===== src/rtl/razor_pkg.sv =====
// rtl/razor_pkg.sv - shared state encoding and default widths for the razor error controller
package razor_pkg;

  localparam int M_DEF       = 6;
  localparam int NUM_SRC_DEF = 4;
  localparam int WIN_DEF     = 256;
  localparam int THRESH_DEF  = 4;
  localparam int RELAX_DEF   = 8;
  localparam int CNT_W_DEF   = 16;

  typedef enum logic [0:0] {
    RUN     = 1'b0,
    RECOVER = 1'b1
  } razor_state_e;

  localparam logic [0:0] ST_RUN     = 1'b0;
  localparam logic [0:0] ST_RECOVER = 1'b1;

endpackage


===== src/rtl/razor_error_ctrl_if.sv =====
// rtl/razor_error_ctrl_if.sv - beat, status and scaling signals between upstream razor stages and the controller
interface razor_error_ctrl_if
  import razor_pkg::*;
#(
  parameter int M       = M_DEF,
  parameter int NUM_SRC = NUM_SRC_DEF,
  parameter int CNT_W   = CNT_W_DEF
);

  logic                         in_valid;
  logic [NUM_SRC-1:0]           err_vec;
  logic [NUM_SRC-1:0][M-1:0]    be_in;
  logic                         clr_stats;
  logic                         out_valid;
  logic [NUM_SRC-1:0][M-1:0]    be_out;
  logic                         stall;
  logic [NUM_SRC-1:0]           err_sticky;
  logic [CNT_W-1:0]             err_count;
  logic                         dvfs_up;
  logic                         dvfs_down;

  modport master (
    output in_valid, err_vec, be_in, clr_stats,
    input  out_valid, be_out, stall, err_sticky, err_count, dvfs_up, dvfs_down
  );

  modport slave (
    input  in_valid, err_vec, be_in, clr_stats,
    output out_valid, be_out, stall, err_sticky, err_count, dvfs_up, dvfs_down
  );

endinterface


===== src/rtl/razor_window_monitor.sv =====
// rtl/razor_window_monitor.sv - per-window error tally and dvfs up/down pulse generation
module razor_window_monitor
  import razor_pkg::*;
#(
  parameter int WIN    = WIN_DEF,
  parameter int THRESH = THRESH_DEF,
  parameter int RELAX  = RELAX_DEF
) (
  input  logic clk,
  input  logic rst,
  input  logic err_event,
  input  logic clr_stats,
  output logic dvfs_up,
  output logic dvfs_down
);

  localparam int WC_W = $clog2(WIN);
  localparam int WE_W = $clog2(THRESH + 1);
  localparam int ST_W = $clog2(RELAX + 1);

  localparam logic [WC_W-1:0] WIN_LAST = WC_W'(WIN - 1);
  localparam logic [WE_W:0]   THR      = (WE_W + 1)'(THRESH);
  localparam logic [ST_W-1:0] RLX      = ST_W'(RELAX);

  logic [WC_W-1:0] win_cnt;
  logic [WE_W-1:0] win_err;
  logic [ST_W-1:0] streak;

  logic [WE_W:0]   err_sum;
  logic [WE_W-1:0] err_sat;
  logic [ST_W-1:0] streak_inc;
  logic            win_end;

  // err_sum includes the current cycle's event so a hit on the last cycle closes into this window
  always_comb begin
    err_sum    = {1'b0, win_err} + (WE_W + 1)'(err_event);
    err_sat    = (err_sum >= THR) ? THR[WE_W-1:0] : err_sum[WE_W-1:0];
    streak_inc = streak + ST_W'(1);
    win_end    = (win_cnt == WIN_LAST);
  end

  always_ff @(posedge clk) begin
    if (rst || clr_stats) begin
      win_cnt   <= '0;
      win_err   <= '0;
      streak    <= '0;
      dvfs_up   <= 1'b0;
      dvfs_down <= 1'b0;
    end else begin
      dvfs_up   <= 1'b0;
      dvfs_down <= 1'b0;
      win_cnt   <= win_cnt + WC_W'(1);
      if (win_end) begin
        win_err <= '0;
        if (err_sum >= THR) begin
          dvfs_up <= 1'b1;
          streak  <= '0;
        end else if (err_sum == '0) begin
          if (streak_inc == RLX) begin
            dvfs_down <= 1'b1;
            streak    <= '0;
          end else begin
            streak <= streak_inc;
          end
        end else begin
          streak <= '0;
        end
      end else begin
        win_err <= err_sat;
      end
    end
  end

endmodule


===== src/rtl/razor_error_ctrl.sv =====
// rtl/razor_error_ctrl.sv - razor recovery FSM, output staging, error statistics and dvfs request top
module razor_error_ctrl
  import razor_pkg::*;
#(
  parameter int M       = M_DEF,
  parameter int NUM_SRC = NUM_SRC_DEF,
  parameter int WIN     = WIN_DEF,
  parameter int THRESH  = THRESH_DEF,
  parameter int RELAX   = RELAX_DEF,
  parameter int CNT_W   = CNT_W_DEF
) (
  input  logic               clk,
  input  logic               rst,
  razor_error_ctrl_if.slave  bus
);

  localparam logic [CNT_W-1:0] CNT_MAX = '1;

  logic [0:0]                state;
  logic [NUM_SRC-1:0][M-1:0] hold_reg;
  logic                      flagged;
  logic                      err_event;

  assign flagged   = bus.in_valid && (bus.err_vec != '0);
  assign err_event = (state == ST_RUN) && flagged;
  assign bus.stall = (state == ST_RECOVER);

  // RECOVER is a single bubble: upstream holds its registers, so inputs that cycle are not consumed
  always_ff @(posedge clk) begin
    if (rst) begin
      state         <= ST_RUN;
      hold_reg      <= '0;
      bus.out_valid <= 1'b0;
      bus.be_out    <= '0;
    end else begin
      case (state)
        ST_RUN: begin
          if (flagged) begin
            state         <= ST_RECOVER;
            hold_reg      <= bus.be_in;
            bus.out_valid <= 1'b0;
          end else if (bus.in_valid) begin
            bus.out_valid <= 1'b1;
            bus.be_out    <= bus.be_in;
          end else begin
            bus.out_valid <= 1'b0;
          end
        end
        default: begin
          state         <= ST_RUN;
          bus.out_valid <= 1'b1;
          bus.be_out    <= hold_reg;
        end
      endcase
    end
  end

  always_ff @(posedge clk) begin
    if (rst || bus.clr_stats) begin
      bus.err_sticky <= '0;
      bus.err_count  <= '0;
    end else if (err_event) begin
      bus.err_sticky <= bus.err_sticky | bus.err_vec;
      if (bus.err_count != CNT_MAX) begin
        bus.err_count <= bus.err_count + CNT_W'(1);
      end
    end
  end

  razor_window_monitor #(
    .WIN    (WIN),
    .THRESH (THRESH),
    .RELAX  (RELAX)
  ) u_window_monitor (
    .clk       (clk),
    .rst       (rst),
    .err_event (err_event),
    .clr_stats (bus.clr_stats),
    .dvfs_up   (bus.dvfs_up),
    .dvfs_down (bus.dvfs_down)
  );

endmodule

===== src/flat_wrapper.sv =====
// flat-port wrapper written by rule: the top's interface ports become plain ports
module razor_error_ctrl_flat import razor_pkg::*;
#(
  parameter int M       = M_DEF,
  parameter int NUM_SRC = NUM_SRC_DEF,
  parameter int WIN     = WIN_DEF,
  parameter int THRESH  = THRESH_DEF,
  parameter int RELAX   = RELAX_DEF,
  parameter int CNT_W   = CNT_W_DEF
)
  (clk, rst, bus_in_valid, bus_err_vec, bus_be_in, bus_clr_stats, bus_out_valid, bus_be_out, bus_stall, bus_err_sticky, bus_err_count, bus_dvfs_up, bus_dvfs_down);
  razor_error_ctrl_if #(.M(M), .NUM_SRC(NUM_SRC), .CNT_W(CNT_W)) bus_i ();
  input  logic clk;
  input  logic rst;
  input wire logic [$bits(bus_i.in_valid)-1:0] bus_in_valid;
  input wire logic [$bits(bus_i.err_vec)-1:0] bus_err_vec;
  input wire logic [$bits(bus_i.be_in)-1:0] bus_be_in;
  input wire logic [$bits(bus_i.clr_stats)-1:0] bus_clr_stats;
  output wire logic [$bits(bus_i.out_valid)-1:0] bus_out_valid;
  output wire logic [$bits(bus_i.be_out)-1:0] bus_be_out;
  output wire logic [$bits(bus_i.stall)-1:0] bus_stall;
  output wire logic [$bits(bus_i.err_sticky)-1:0] bus_err_sticky;
  output wire logic [$bits(bus_i.err_count)-1:0] bus_err_count;
  output wire logic [$bits(bus_i.dvfs_up)-1:0] bus_dvfs_up;
  output wire logic [$bits(bus_i.dvfs_down)-1:0] bus_dvfs_down;
  assign bus_i.in_valid = bus_in_valid;
  assign bus_i.err_vec = bus_err_vec;
  assign bus_i.be_in = bus_be_in;
  assign bus_i.clr_stats = bus_clr_stats;
  assign bus_out_valid = bus_i.out_valid;
  assign bus_be_out = bus_i.be_out;
  assign bus_stall = bus_i.stall;
  assign bus_err_sticky = bus_i.err_sticky;
  assign bus_err_count = bus_i.err_count;
  assign bus_dvfs_up = bus_i.dvfs_up;
  assign bus_dvfs_down = bus_i.dvfs_down;
  razor_error_ctrl #(.M(M), .NUM_SRC(NUM_SRC), .WIN(WIN), .THRESH(THRESH), .RELAX(RELAX), .CNT_W(CNT_W)) u_core (.clk(clk), .rst(rst), .bus(bus_i));
endmodule

===== config.mk =====
export PLATFORM = sky130hd
export DESIGN_NAME = razor_error_ctrl_flat
export DESIGN_NICKNAME = d
export VERILOG_FILES = /design/src/rtl/razor_pkg.sv /design/src/rtl/razor_error_ctrl_if.sv /design/src/rtl/razor_window_monitor.sv /design/src/rtl/razor_error_ctrl.sv /design/src/flat_wrapper.sv
export SDC_FILE = /design/constraint.sdc
export NUM_CORES = 1
export LEC_CHECK = 0
export CAP_MARGIN = 10
export CORE_MARGIN = 4
export CORE_UTILIZATION = 50
export CTS_BUF_LIST = sky130_fd_sc_hd__clkbuf_8
export DETAILED_ROUTE_END_ITERATION = 10
export PLACE_DENSITY_LB_ADDON = 0.15
export SYNTH_ARGS = -nofsm -noshare
export SYNTH_HDL_FRONTEND = slang
export SYNTH_SLANG_ARGS = --single-unit
export TNS_END_PERCENT = 20

===== constraint.sdc =====
create_clock -name clk -period 3.8 [get_ports clk]
set_input_delay 0.76 -clock clk [delete_from_list [all_inputs] [get_ports clk]]
set_output_delay 0.76 -clock clk [all_outputs]
set_load 0.02 [all_outputs]

==> run metrics, run 1 <==
status=finished clean; switch share=around 27%; min-delay worst type=reg -> reg; syn_nets=454; io pins=80; Antenna diodes=0; area post-placement=around 4500 um^2; largest net degree at the start of global routing=57; Power Internal=1.30 mW; Setup Total Neg Slack=0 ns; Tmin final=around 3.2 ns; Hold Buf Count CTS=0; Clock Path Buffers=2; Crit-path slowest cell=or4_1; CP Class=in -> reg; CP delay by family, top=simple AND/OR/NAND/NOR gates; crit end category=register; Max Slew Vio Count=0; DR pass1 iterations=4; sequential share of power=a little over half; final WL=8.55 mm; fillers=a little under 600; Post-synth EDFFs=0; DR DRC count=0; root buf cell=clkbuf_8; synth-to-layout area growth=27.2%; max cap viols=0; Worst Path Buf+Inv=2; first-pass GRT wire length=~14 mm; FFs w/ async S/R, synth=0%; CP Max Fanout=7; hold_ws=0.458 ns; Worst Tran Pin Value=1.10 ns; Detailed Place HPWL=between 5 and 6 mm; Largest stage delay, worst path=0.62 ns; Util after Layout=66.9%; crit path cell chain=clkdlybuf4s50_1 > or4_1 > nand2_1 > inv_2 > ha_1 > ha_1 > or2_2 > o21ai_1 > nand3_1 > o41ai_1; sequential share of the synthesized area=a little under half; clock buffer count from CTS=9; prevailing post-synth register cell=dfxtp_1; finished layout cell area=4640 um^2; RSZ-0062 raised after global routing=false; CP most frequent cell=ha_1; Syn Area/Cell=a little under 9 um^2; Hold Vio Cnt, Final=0; Die X-Extent=about 93 um; WP data required=4.05 ns; P_leak=1.59 nW; Yosys cell types=39; detailed-route via count=3,223; Max-Slew Margin vs Limit=26.3%; layout cells sized above 1=5.52%; GRT Residual Overflow=0; post-synth top area share=47.7%; Post-Synthesis Cells=417; Clk pwr share=31.2%; GRT Overall Usage=between 20% and 30%; Worst-path clk slew=0.09 ns; Psw=~480 uW; Die Area=8730 um^2; Logic pwr share=between 10 and 15%; Initial Util=52.6%; leading cell types in the layout, fill and taps excluded=dfxtp_1 (86), clkdlybuf4s50_1 (78), nand2_1 (69); vias in the first global route=3,151; Syn Std Cell Area=3650 um^2; Final period util=84.3%; initial antenna violation count=0; Critical Path Source Type=input pin; H-Tree Depth=3; Critical Path AT=3.45 ns; post-synthesis register bit count=87; most common cell after layout, fill and taps aside=dfxtp_1; pwr dens=382 nW/um^2; FMAX=0.312 GHz; PortBufs=a little under 80; VDD IR max=0.247 mV; DRT iter0 DRCs=roughly 110; vias per cell=5.51; Gates resized, CTS repair=0; number of cell rows=30; number of setup buffers added after CTS=0; Core Box Area=6940 um^2; CTS tree=built; skew final=0.0111 ns; Synth Warn #=0; # nets final=522; routability cong.=0.810; largest cells by area after synthesis=dfxtp_1 (48%), mux2i_1 (7.7%), nand2_1 (7.1%); Die H=93.5 um; Final setup viols=0; wire per inst=~15 um; worst-skew pair later-pin latency=0.35 ns; Antenna Violating Nets Remaining=0; cell taking the most area after synthesis=dfxtp_1; Clock Sinks=87
worst paths after layout:
path / cells past startpoint / slack, ns / startpoint / end
hold / removal: 2 / 0.46 / u_core.hold_reg[21] / u_core.hold_reg[21]
setup reg to reg: 9 / 1.54 / u_core.bus.stall / u_core.u_window_monitor.streak[0]
hold reg to reg: 2 / 0.46 / u_core.hold_reg[21] / u_core.hold_reg[21]
setup / recovery: 10 / 0.60 / bus_err_vec[2] / u_core.u_window_monitor.streak[0]
worst register-to-register path, cell delays in order (launching register included):
cell and delay, ns:
dfxtp_2 0.32, nor2b_1 0.32, nand2_1 0.15, inv_2 0.08, ha_1 0.16, ha_1 0.16, nand2_1 0.05, o21ai_1 0.39
nand3_1 0.21, o41ai_1 0.32
per-stage QoR:
stage	std cells	worst slack (ns)	power, mW
floorplan	417	0.561	1.13
global placement	570	0.376	1.24
detailed placement	570	0.253	1.24
CTS	585	0.611	1.79
global route	585	0.369	1.85
finish	585	0.597	1.77
kinds of logic (layout without fill, tap and decap cells):
| group | after synthesis | in the layout | synth area share, % |
|---|---|---|---|
| AOI/OAI and AO/OA | 92 | 92 | 16.1 |
| xor gates and xnor gates | 5 | 5 | 1.20 |
| adders and majority gates | 5 | 5 | 1.71 |
| buffers and inverters | 30 | 102 | 3.32 |
| DFF | 87 | 87 | 47.7 |
| muxes | 28 | 28 | 7.68 |
| and+or+nand+nor | 170 | 170 | 22.3 |
power by group through the flow:
stage | combinational, mW | clock, mW | sequential, mW
4_1_cts | 0.251 | 0.567 | 0.973
3_5_place_dp | 0.250 | 0 | 0.995
3_3_place_gp | 0.244 | 0 | 0.994
6_report | 0.248 | 0.553 | 0.973
5_1_grt | 0.271 | 0.605 | 0.978
2_1_floorplan | 0.112 | 0 | 1.02
cell usage after synthesis (3+ instances only):
library cell / number
clkbuf_1: 24
nor3_1: 5
a21oi_1: 39
o21ai_0: 6
xor2_1: 3
a211oi_1: 27
inv_1: 3
or3_1: 9
o31ai_1: 5
nor2_1: 37
or4_1: 8
dfxtp_1: 87
and3_1: 3
o41ai_1: 5
nand3_1: 14
and2_1: 7
nand4_1: 4
and4_1: 4
ha_1: 5
o311ai_0: 4
mux2i_1: 28
nand2_1: 69
area by class of cell:
type / instances / area [um^2] / share of cell area [%]
clock buffers: 9 / 124 / 2.67
clock inverters: 6 / 38.8 / 0.835
inverters: 4 / 15.0 / 0.323
multi-input cells: 300 / 1790 / 38.5
flip-flops and latches: 87 / 1740 / 37.5
well taps: 96 / 120 / 2.59
repair buffers: 83 / 816 / 17.6
metal layers:
metal / track usage, % / part of all wire [%]
met3: 4.34 / 5.7
met1: 24.3 / 45
met2: 34.2 / 48
met5: 0 / 0
met4: 8.30 / 1.6
Power figures use the tool's default switching activity.
==> run 2, diff against run 1 <==
--- a/config.mk
+++ b/config.mk
@@ -7,7 +7,7 @@
 export LEC_CHECK = 0
 export CAP_MARGIN = 10
 export CORE_MARGIN = 4
-export CORE_UTILIZATION = 50
+export CORE_UTILIZATION = 47
 export CTS_BUF_LIST = sky130_fd_sc_hd__clkbuf_8
 export DETAILED_ROUTE_END_ITERATION = 10
 export PLACE_DENSITY_LB_ADDON = 0.15
==> constraint.sdc (replaced) <==
create_clock -name clk -period 2.8 [get_ports clk]
set_input_delay 0.56 -clock clk [delete_from_list [all_inputs] [get_ports clk]]
set_output_delay 0.56 -clock clk [all_outputs]
set_load 0.02 [all_outputs]
==> run 2 against run 1 <==
  * Via count up 1.2%
  * Core utilization decreased by 1.5 points
  * Flip-flop and latch count did not move
  * Die area rose by 5.8%
  * Clock power rose by 95%
  * Non-clock buffer count grew 11
  * Combinational power rose by 39%
  * Worst setup slack lost 0.42 ns
==> run metrics, run 2 (same netlist as run 1, synthesis figures left out) <==
Final setup viols=0 (unchanged); largest net degree at the start of global routing=55 (was 57); pwr dens=568 nW/um^2 (was 382 nW/um^2); Tmin final=2.62 ns; RSZ-0062 raised after global routing=false (unchanged); # nets final=533 (was 522); Clock Sinks=87 (unchanged); layout cells sized above 1=8.38% (was 5.52%); Largest stage delay, worst path=0.56 ns (was 0.62 ns); io pins=80 (unchanged); WP data required=3.04 ns (was 4.05 ns); Die Area=9240 um^2 (was 8730 um^2); final setup margin=0.181 ns (was 0.597 ns); CP most frequent cell=ha_1 (unchanged); hold_ws=0.457 ns (was 0.458 ns); number of cell rows=31 (was 30); detailed-route via count=3,262 (was 3,223); PortBufs=79 (unchanged); pre-CTS setup slack=-0.197 ns (was 0.253 ns); Gates resized, CTS repair=0 (unchanged); CTS tree=built (unchanged); FMAX=0.382 GHz; vias in the first global route=2,995 (was 3,151); Antenna Violating Nets Remaining=0 (unchanged); DR DRC count=0 (unchanged); Antenna diodes=0 (unchanged); P_leak=1.69 nW (was 1.59 nW); status=finished clean (unchanged); Worst-path clk slew=0.09 ns (about the same); CP Class=in -> reg (unchanged); Hold Vio Cnt, Final=0 (unchanged); DR pass1 iterations=4 (unchanged); leading cell types in the layout, fill and taps excluded=dfxtp_1 (86), clkdlybuf4s50_1 (78), nand2_1 (68) (was dfxtp_1 (86), clkdlybuf4s50_1 (78), nand2_1 (69)); worst-skew pair later-pin latency=0.35 ns (about the same); GRT Residual Overflow=0 (unchanged); Worst Tran Pin Value=0.552 ns (was 1.10 ns); skew final=0.00750 ns (was 0.0111 ns); root buf cell=clkbuf_8 (unchanged); final WL=8.60 mm (was 8.55 mm); Max Slew Vio Count=0 (unchanged); min-delay worst type=reg -> reg (unchanged); Final period util=93.5%; Critical Path Source Type=input pin (unchanged); most common cell after layout, fill and taps aside=dfxtp_1 (unchanged); Clock Path Buffers=2 (unchanged); DRT iter0 DRCs=118 (was 113); Initial Util=49.3% (was 52.6%); Max-Slew Margin vs Limit=63.2% (was 26.3%); Critical Path AT=2.86 ns (was 3.45 ns); VDD IR max=0.312 mV (was 0.247 mV); vias per cell=5.44 (was 5.51); CP Max Fanout=3 (was 7); H-Tree Depth=3 (unchanged); Detailed Place HPWL=5.83 mm (was 5.74 mm); routability cong.=0.754 (was 0.810); max cap viols=0 (unchanged); first-pass GRT wire length=13.8 mm (was 14.2 mm); Crit-path slowest cell=or4_4 (was or4_1); wire per inst=14.3 um (was 14.6 um); crit end category=register (unchanged); initial antenna violation count=0 (unchanged); number of setup buffers added after CTS=0 (unchanged); Die H=96.1 um (was 93.5 um); Hold Buf Count CTS=0 (unchanged); GRT Overall Usage=19.1% (was 20.0%); clock buffer count from CTS=9 (unchanged); synth-to-layout area growth=32.7% (was 27.2%); Die X-Extent=96.1 um (was 93.5 um); Core Box Area=7410 um^2 (was 6940 um^2); crit path cell chain=clkdlybuf4s50_1 > or4_4 > nand2_2 > inv_2 > ha_1 > ha_1 > or2_2 > o21ai_2 > nand3_1 > o41ai_1 (was clkdlybuf4s50_1 > or4_1 > nand2_1 > inv_2 > ha_1 > ha_1 > or2_2 > o21ai_1 > nand3_1 > o41ai_1)
==> run 2: cell type report <==
class | count | area, um^2
Multi-Input combinational cell | 300 | 1800
Clock inverter | 6 | 115
Clock buffer | 10 | 138
Sequential cell | 87 | 1740
Inverter | 4 | 15.0
Timing Repair Buffer | 94 | 911
Tap cell | 99 | 124
Fill cell | 634 | 2560
==> run 2: stage by stage <==
step / setup TNS, ns / power (mW) / std cells / utilization (%) / area, um^2
6_report: 0 / 2.75 / 600 / 65.4 / 4840
5_1_grt: 0 / 2.87 / 600 / 65.4 / 4840
4_1_cts: 0 / 2.77 / 600 / 65.4 / 4840
3_5_place_dp: -0.790 / 1.70 / 584 / 62.0 / 4590
3_3_place_gp: -0.471 / 1.70 / 584 / 62.0 / 4590
2_1_floorplan: 0 / 1.54 / 417 / - / 3660
==> run 2: power by group <==
| group | total, mW | switching, mW | internal (mW) |
|---|---|---|---|
| registers | 1.33 | 0.0348 | 1.29 |
| logic | 0.344 | 0.177 | 0.167 |
| clock network | 1.08 | 0.457 | 0.623 |
==> run 2: worst max-delay path: cells and delay by family <==
| kind | cells | cell delay [ns] |
|---|---|---|
| simple gates | 4 | 1.04 |
| buf+inv | 2 | 0.48 |
| compound gates | 2 | 0.42 |
| fa+ha+maj | 2 | 0.36 |
==> run 2: final timing paths <==
check	end	cells after the start	from	slack, ns
worst max register to register	u_core.u_window_monitor.streak[0]	9	u_core.bus.stall	0.66
worst min-delay path	u_core.hold_reg[3]	2	u_core.hold_reg[3]	0.46
worst max-delay path	u_core.u_window_monitor.streak[0]	10	bus_err_vec[2]	0.18
worst min register to register	u_core.hold_reg[3]	2	u_core.hold_reg[3]	0.46
==> run 2: layer usage <==
layer,vias to the layer above,part of all wire (%),global-route usage [%]
met3,11,5.1,4.30
met4,0,1.3,7.11
li1,1653,-,-
met5,-,0,0
met1,1527,46,23.7
met2,71,48,32.1
==> run 3, diff against run 2 <==
--- a/config.mk
+++ b/config.mk
@@ -6,9 +6,10 @@
 export NUM_CORES = 1
 export LEC_CHECK = 0
 export CAP_MARGIN = 10
-export CORE_MARGIN = 4
+export CORE_MARGIN = 2
 export CORE_UTILIZATION = 47
 export CTS_BUF_LIST = sky130_fd_sc_hd__clkbuf_8
+export CTS_CLUSTER_DIAMETER = 150
 export DETAILED_ROUTE_END_ITERATION = 10
 export PLACE_DENSITY_LB_ADDON = 0.15
 export SYNTH_ARGS = -nofsm -noshare
==> run 3 against run 2 <==
  * Sequential power is essentially flat
  * Core utilization shrank 2.7 points
  * Fmax grew 0.61%
  * Clock skew grew 0.00069 ns
  * Worst hold slack lost 0.00057 ns
  * Sequential share of layout area grew 0.58 points
  * Flip-flop and latch count is the same
  * Critical path depth is the same
  * Non-clock buffer count is the same
  * Worst setup slack gained 0.016 ns
  * Critical endpoint unchanged
==> run metrics, run 3 (same netlist as run 1, synthesis figures left out) <==
CP Max Fanout=3 (unchanged); Critical Path AT=2.86 ns (about the same); Final setup viols=0 (unchanged); detailed-route via count=3,211 (was 3,262); # nets final=533 (unchanged); Die Area=8490 um^2 (was 9240 um^2); Antenna Violating Nets Remaining=0 (unchanged); wire per inst=14.0 um (was 14.3 um); largest net degree at the start of global routing=55 (unchanged); Max Slew Vio Count=0 (unchanged); pwr dens=517 nW/um^2 (was 568 nW/um^2); CP Class=in -> reg (unchanged); Tmin final=2.60 ns (was 2.62 ns); Max-Slew Margin vs Limit=63.0% (was 63.2%); hold_ws=0.456 ns (was 0.457 ns); DR DRC count=0 (unchanged); io pins=80 (unchanged); vias in the first global route=3,054 (was 2,995); VDD IR max=0.347 mV (was 0.312 mV); FMAX=0.384 GHz (was 0.382 GHz); Gates resized, CTS repair=0 (unchanged); CTS tree=built (unchanged); Die H=92.1 um (was 96.1 um); Worst-path clk slew=0.09 ns (about the same); max cap viols=0 (unchanged); Final period util=93.0% (was 93.5%); status=finished clean (unchanged); initial antenna violation count=0 (unchanged); root buf cell=clkbuf_8 (unchanged); Setup Total Neg Slack=0 ns (unchanged); GRT Residual Overflow=0 (unchanged); Worst Tran Pin Value=0.555 ns (was 0.552 ns); GRT Overall Usage=20.6% (was 19.1%); Initial Util=48.0% (was 49.3%); routability cong.=0.798 (was 0.754); Clock Path Buffers=2 (unchanged); leading cell types in the layout, fill and taps excluded=dfxtp_1 (86), clkdlybuf4s50_1 (78), nand2_1 (68) (unchanged); layout cells sized above 1=8.18% (was 8.38%); DR pass1 iterations=4 (unchanged); Hold Vio Cnt, Final=0 (unchanged); fillers=675 (was 634); WP data required=3.05 ns (was 3.04 ns); P_leak=1.65 nW (was 1.69 nW); Core Box Area=7610 um^2 (was 7410 um^2); crit end category=register (unchanged); synth-to-layout area growth=30.6% (was 32.7%); most common cell after layout, fill and taps aside=dfxtp_1 (unchanged); Critical Path Source Type=input pin (unchanged); H-Tree Depth=3 (unchanged); Clock Sinks=87 (unchanged); number of cell rows=32 (was 31); Hold Buf Count CTS=0 (unchanged); vias per cell=5.33 (was 5.44); Antenna diodes=0 (unchanged); non-filler cells, final=603 (was 600); R2R depth=4 (was 9); Die X-Extent=92.1 um (was 96.1 um); number of setup buffers added after CTS=0 (unchanged); dpl cells=587 (was 584); DRT iter0 DRCs=136 (was 118); final WL=8.44 mm (was 8.60 mm); RSZ-0062 raised after global routing=false (unchanged); clock buffer count from CTS=9 (unchanged); PortBufs=79 (unchanged); min-delay worst type=reg -> reg (unchanged); first-pass GRT wire length=14.1 mm (was 13.8 mm); worst-skew pair later-pin latency=0.36 ns (was 0.35 ns); skew final=0.00819 ns (was 0.00750 ns); Hold Path Depth=2 (unchanged); Detailed Place HPWL=5.65 mm (was 5.83 mm)
## run 3: cell count changes in the layout (fill, tap and decap cells not counted)
cell | before | now
bufinv_16 | 3 | 0
clkinvlp_4 | 1 | 3
clkbuf_8 | 10 | 9
clkinv_2 | 0 | 1
inv_1 | 3 | 4
## run 3: final timing paths
path	startpoint	endpoint	slack (ns)
worst max-delay path	bus_err_vec[2]	u_core.u_window_monitor.streak[0]	0.20
worst min-delay path	u_core.hold_reg[1]	u_core.hold_reg[1]	0.46
worst max register to register	u_core.bus.err_count[2]	u_core.bus.err_count[10]	0.83
worst min register to register	u_core.hold_reg[1]	u_core.hold_reg[1]	0.46
## run 3: layer usage
metal / vias to the layer above / wire, um / GRT usage (%) / share of wire, %
met1: 1469 / 3910 / 26.1 / 46
met2: 84 / 3990 / 34.2 / 47
met3: 7 / 464 / 5.59 / 5.5
li1: 1651 / - / - / -
met5: - / 0 / 0 / 0
met4: 0 / 80 / 6.59 / 0.95
## run 3: per-stage QoR
step	total power [mW]	utilization, %	setup slack (ns)	instance area [um^2]
after floorplan	1.54	-	0.0237	3660
after global placement	1.69	60.4	-0.106	4590
after detailed placement	1.70	60.4	-0.179	4590
after CTS	2.49	62.7	0.205	4770
after global routing	2.57	62.7	0.0448	4770
final	2.46	62.7	0.197	4770
## run 3: layout make-up
class	count	area, um^2	share of cell area (%)
multi-input combinational	300	1800	37.7
sequential	87	1740	36.6
timing repair buffer	94	911	19.1
tap	102	128	2.68
clock buffer	9	124	2.60
clock inverter	7	48.8	1.02
inverter	4	15.0	0.315
## run 3: where the power goes
part | internal [mW] | total [mW] | switching [mW] | leakage (nW)
Combinational | 0.168 | 0.348 | 0.180 | 0.859
Sequential | 1.29 | 1.32 | 0.0306 | 0.711
Clock | 0.324 | 0.792 | 0.468 | 0.0834
Total | 1.78 | 2.46 | 0.679 | 1.65
## run 3: worst max-delay path, cell delays in order
cell,delay (ns)
clkdlybuf4s50_1,0.45
or4_4,0.56
nand2_2,0.09
inv_2,0.04
ha_1,0.18
ha_1,0.19
or2_2,0.28
o21ai_2,0.07
nand3_1,0.12
o41ai_1,0.33
